File: config.mk
export PLATFORM = sky130hd
export DESIGN_NAME = spi_slave_ctrl
export DESIGN_NICKNAME = d
export VERILOG_FILES = /design/src/rtl/spi_slave_ctrl.sv
export SDC_FILE = /design/constraint.sdc
export NUM_CORES = 1
export LEC_CHECK = 0
export ABC_AREA = 1
export ABC_CLOCK_PERIOD_IN_PS = 1500
export CORE_MARGIN = 2
export CORE_UTILIZATION = 45
export CTS_CLUSTER_SIZE = 25
export DETAILED_ROUTE_END_ITERATION = 8
export PLACE_DENSITY = 0.67
export SLEW_MARGIN = 20
export SYNTH_ARGS = -nofsm -noshare
export SYNTH_HDL_FRONTEND = slang
export SYNTH_SLANG_ARGS = --single-unit
File: constraint.sdc
create_clock -name clk -period 1.5 [get_ports clk]
set_input_delay 0.15 -clock clk [delete_from_list [all_inputs] [get_ports clk]]
set_output_delay 0.15 -clock clk [all_outputs]
set_load 0.02 [all_outputs]
File: src/rtl/spi_slave_ctrl.sv
// SPI slave serial front end: MOSI frames -> {cmd, data} words for the RAM, RAM read data -> MISO.
// Define SPI_CMD_CHECK_EN to drop completed payloads whose command bits disagree with the frame type.
module spi_slave_ctrl #(
  parameter int ADDR_SIZE = 8
) (
  input  logic                 clk,
  input  logic                 rst_n,
  input  logic                 SS_n,
  input  logic                 MOSI,
  output logic                 MISO,
  output logic [ADDR_SIZE+1:0] rx_data,
  output logic                 rx_valid,
  input  logic [ADDR_SIZE-1:0] tx_data,
  input  logic                 tx_valid
);

  localparam int PW = ADDR_SIZE + 2;
  localparam int CW = $clog2(PW);
  localparam int TW = $clog2(ADDR_SIZE + 1);

  typedef enum logic [2:0] {
    IDLE,
    CHK_CMD,
    WRITE,
    READ_ADD,
    READ_DATA
  } state_t;

  state_t               state_q, state_d;
  logic [CW-1:0]        bit_cnt_q, bit_cnt_d;
  logic [PW-2:0]        rx_shift_q, rx_shift_d;
  logic [PW-1:0]        rx_data_q, rx_data_d;
  logic                 rx_valid_q, rx_valid_d;
  logic                 rd_addr_done_q, rd_addr_done_d;
  logic                 frame_done_q, frame_done_d;
  logic                 tx_wait_q, tx_wait_d;
  logic [ADDR_SIZE-1:0] tx_shift_q, tx_shift_d;
  logic [TW-1:0]        tx_cnt_q, tx_cnt_d;
  logic                 miso_q, miso_d;

  logic [PW-1:0]        payload;
  logic                 cmd_ok;

  assign payload = {rx_shift_q, MOSI};

`ifdef SPI_CMD_CHECK_EN
  logic [1:0] cmd;
  assign cmd = payload[PW-1:PW-2];

  always_comb begin
    case (state_q)
      WRITE:     cmd_ok = ~cmd[1];
      READ_ADD:  cmd_ok = (cmd == 2'b10);
      READ_DATA: cmd_ok = (cmd == 2'b11);
      default:   cmd_ok = 1'b1;
    endcase
  end
`else
  assign cmd_ok = 1'b1;
`endif

  always_comb begin
    state_d        = state_q;
    bit_cnt_d      = bit_cnt_q;
    rx_shift_d     = rx_shift_q;
    rx_data_d      = rx_data_q;
    rx_valid_d     = 1'b0;
    rd_addr_done_d = rd_addr_done_q;
    frame_done_d   = frame_done_q;
    tx_wait_d      = tx_wait_q;
    tx_shift_d     = tx_shift_q;
    tx_cnt_d       = tx_cnt_q;
    miso_d         = miso_q;

    case (state_q)
      IDLE: begin
        if (!SS_n) state_d = CHK_CMD;
      end
      CHK_CMD: begin
        bit_cnt_d    = '0;
        frame_done_d = 1'b0;
        if (!MOSI)               state_d = WRITE;
        else if (rd_addr_done_q) state_d = READ_DATA;
        else                     state_d = READ_ADD;
      end
      default: begin
        if (!frame_done_q) begin
          rx_shift_d = payload[PW-2:0];
          if (bit_cnt_q == CW'(PW - 1)) begin
            frame_done_d = 1'b1;
            if (cmd_ok) begin
              rx_data_d  = payload;
              rx_valid_d = 1'b1;
              if (state_q == READ_ADD) rd_addr_done_d = 1'b1;
              if (state_q == READ_DATA) begin
                rd_addr_done_d = 1'b0;
                tx_wait_d      = 1'b1;
              end
            end
          end else begin
            bit_cnt_d = bit_cnt_q + 1'b1;
          end
        end

        // Only the first tx_valid after the read payload is taken; later strobes are ignored.
        if (tx_wait_q && tx_valid) begin
          tx_wait_d  = 1'b0;
          miso_d     = tx_data[ADDR_SIZE-1];
          tx_shift_d = {tx_data[ADDR_SIZE-2:0], 1'b0};
          tx_cnt_d   = TW'(ADDR_SIZE - 1);
        end else if (tx_cnt_q != '0) begin
          miso_d     = tx_shift_q[ADDR_SIZE-1];
          tx_shift_d = {tx_shift_q[ADDR_SIZE-2:0], 1'b0};
          tx_cnt_d   = tx_cnt_q - 1'b1;
        end else begin
          miso_d = 1'b0;
        end
      end
    endcase

    // Abort overrides everything above, including a payload completing on the same edge.
    if (state_q != IDLE && SS_n) begin
      state_d        = IDLE;
      bit_cnt_d      = '0;
      rx_shift_d     = '0;
      rx_data_d      = rx_data_q;
      rx_valid_d     = 1'b0;
      rd_addr_done_d = rd_addr_done_q;
      frame_done_d   = 1'b0;
      tx_wait_d      = 1'b0;
      tx_shift_d     = '0;
      tx_cnt_d       = '0;
      miso_d         = 1'b0;
    end
  end

  always_ff @(posedge clk) begin
    if (!rst_n) begin
      state_q        <= IDLE;
      bit_cnt_q      <= '0;
      rx_shift_q     <= '0;
      rx_data_q      <= '0;
      rx_valid_q     <= 1'b0;
      rd_addr_done_q <= 1'b0;
      frame_done_q   <= 1'b0;
      tx_wait_q      <= 1'b0;
      tx_shift_q     <= '0;
      tx_cnt_q       <= '0;
      miso_q         <= 1'b0;
    end else begin
      state_q        <= state_d;
      bit_cnt_q      <= bit_cnt_d;
      rx_shift_q     <= rx_shift_d;
      rx_data_q      <= rx_data_d;
      rx_valid_q     <= rx_valid_d;
      rd_addr_done_q <= rd_addr_done_d;
      frame_done_q   <= frame_done_d;
      tx_wait_q      <= tx_wait_d;
      tx_shift_q     <= tx_shift_d;
      tx_cnt_q       <= tx_cnt_d;
      miso_q         <= miso_d;
    end
  end

  assign MISO     = miso_q;
  assign rx_data  = rx_data_q;
  assign rx_valid = rx_valid_q;

endmodule
==> reports/metrics.csv <==
metric,value,unit
outcome,completed,
grt_antenna_before_repair,0,
drv_cap,0,
min_from,tx_wait_q,
drive_gt1_frac,0.132,
gp_congestion,0.887,
arrival,1230,ps
diodes,0,
async_flop_share,0,
cts_hold_buf,0,
area_growth,22.5,%
startpoint,rx_data[0],
critPathBufInv,1,
grt_pass1_wl,7120,um
cp_top_family,buffers and inverters,
post-synth-top-count-cell,nand2_1,
via_per_inst,4.81,
synthDistinctLibCells,24,
synthTopCellsByArea,"dfxtp_1 (43%), nand2_1 (16%), nor2_1 (7.0%)",
crit_chain,clkdlybuf4s50_1,
clock.fmax,723,MHz
path_depth,1,
numCtsBuffers,5,
max_stage_delay,610,ps
endpoint,rx_data[0],
cp-end-kind,output pin,
globalRouteTotalUtil,0.179,
die_y,69.5,um
fillers,394,
cp.required,1350,ps
cp_slowest_cell,clkdlybuf4s50_1,
syn_inst,272,
grt_pass1_vias,1617,
min_period,1380,ps
start_util,0.476,
r2r-end,tx_shift_q[3],
synth_seq_cells,42,
synth_ff_type,dfxtp_1,
yosysTopAreaCell,dfxtp_1,
seq_area_frac_synth,0.435,
ant_nets,0,
avgSynthCellArea,7.11,um^2
cts_buffer_depth,2,
nets,326,
relSlewSlack,0.812,
boundaryPins,25,
dr.pass1.iters,4,
dp_cells,348,
finalHoldViolCount,0,
rr_startpoint,tx_cnt_q[0],
worst_pin_slew,281,ps
skew,8.61,ps
fin_crit_sh,0.922,
start_kind,register,
setup_viol,0,
row_count,23,
cts.sinks,42,
cts_root_buf,clkbuf_8,
wl_per_cell,11.1,um
drc_errors,0,
crit_path_max_fanout,2,
synth_top_area_frac,0.435,
port_buffers,24,
crit_type,register to output pin,
vias,1732,
netlist_area,1930,um^2
die_area,4840,um^2
core,4060,um^2
grt_max_degree,18,
reg2reg_slack,120,ps
ys_top_cells_by_count,"nand2_1 (82), dfxtp_1 (42), nor2_1 (36)",
rr_worst_depth,7,
ys_warn_count,0,
syn-num-nets,288,
min_path_type,register to register,
cts_tree,yes,
peakVddDrop,524,uV
synth_edf_count,0,
finalMaxSlewViolations,0,
drt_iter0_markers,135,
htree_levels,2,
drt_wl_total,3990,um
leakage,1.11,nW
grt_overflow_total,0,
p_per_area,876,nW/um^2
die_w,69.5,um
layout.cells.non_filler,360,
insertion_delay,290,ps
fin_total_pwr,0.00207,W
dp_hpwl,2810,um
clkTransAtPathRegs,80,ps
-- power breakdown --
part	switching, W	internal, W
clock	0.000346	0.000320
sequential	0.0000208	0.00113
combinational	0.000147	0.000105
total	0.000513	0.00156
-- timing repair --
item	4_1_cts	5_1_grt
setup buffers	0	5
endpoints found under the setup margin	0	12
resized for setup	0	1
-- per-layer routing --
metal / wire (um) / global-route usage / vias up
met2: 1730 / 0.275 / 29
met4: 26 / 0.0632 / 0
li1: - / - / 923
met1: 2080 / 0.244 / 778
met5: 0 / 0 / -
met3: 145 / 0.0480 / 2
-- area by class of cell --
type / count / area (um^2) / share of cell area
clock buffers: 7 / 76.3 / 0.0322
inverters: 34 / 133 / 0.0560
multi-input cells: 190 / 916 / 0.387
flip-flops and latches: 42 / 842 / 0.356
repair buffers: 37 / 338 / 0.143
well taps: 50 / 62.6 / 0.0264
-- registers in the layout, indices dropped and copies added (netlist names), 3 cells and up --
| name | flops |
|---|---|
| rx_data | 10 |
| rx_shift_q | 9 |
| tx_shift_q | 7 |
| bit_cnt_q | 4 |
| tx_cnt_q | 4 |
| state_q | 3 |
-- worst min path at each step --
stage	slack, ps	to	cells past startpoint
after global routing	460	tx_shift_q[1]	3
after CTS	430	tx_shift_q[1]	3
after detailed placement	440	tx_wait_q	2
after global placement	430	tx_wait_q	2
after floorplan	290	rx_data[0]	2
final	450	tx_wait_q	2
-- logic make-up (layout without fill, tap and decap cells) --
| kind of cell | after synthesis | count (layout) | synth area share |
|---|---|---|---|
| and+or+nand+nor | 153 | 153 | 0.346 |
| DFF | 42 | 42 | 0.435 |
| buffers and inverters | 40 | 78 | 0.0913 |
| AOI/OAI and AO/OA | 34 | 34 | 0.109 |
| adders and majority gates | 3 | 3 | 0.0194 |
-- cell usage in the layout, fill, tap and decap left out --
| cell type | n |
|---|---|
| nand2_1 | 82 |
| dfxtp_1 | 41 |
| nor2_1 | 36 |
| inv_1 | 33 |
| clkdlybuf4s50_1 | 24 |
| nand3_1 | 16 |
| a21oi_1 | 13 |
| buf_4 | 13 |
| o21ai_0 | 10 |
| a21oi_2 | 9 |
| clkbuf_8 | 5 |
| nand2_4 | 4 |
| nor3_1 | 4 |
| nand4_1 | 3 |
| ha_1 | 3 |
| nor2_4 | 2 |
| nor2_2 | 2 |
| nand2_2 | 2 |
| clkbuf_1 | 2 |
| inv_6 | 1 |
| o21ai_2 | 1 |
| or2_2 | 1 |
| a22oi_1 | 1 |
| nand3b_1 | 1 |
| dfxtp_2 | 1 |
-- tightest hold or removal path: stages, from the launching register on --
cell and delay, ps:
dfxtp_1 310, inv_1 50, a21oi_1 50
-- stage by stage --
| step | hold slack (ps) | utilization | instance area (um^2) | worst slack (ps) | setup TNS (ps) |
|---|---|---|---|---|---|
| 6_report | 447 | 0.583 | 2370 | 117 | 0 |
| 5_1_grt | 458 | 0.583 | 2370 | -20.3 | -80.2 |
| 4_1_cts | 429 | 0.574 | 2330 | 28.3 | 0 |
| 3_5_place_dp | 440 | 0.555 | 2250 | 44.7 | 0 |
| 3_3_place_gp | 431 | 0.555 | 2250 | 56.3 | 0 |
| 2_1_floorplan | 295 | - | 1930 | 202 | 0 |
(Power assumes the default switching activity.)
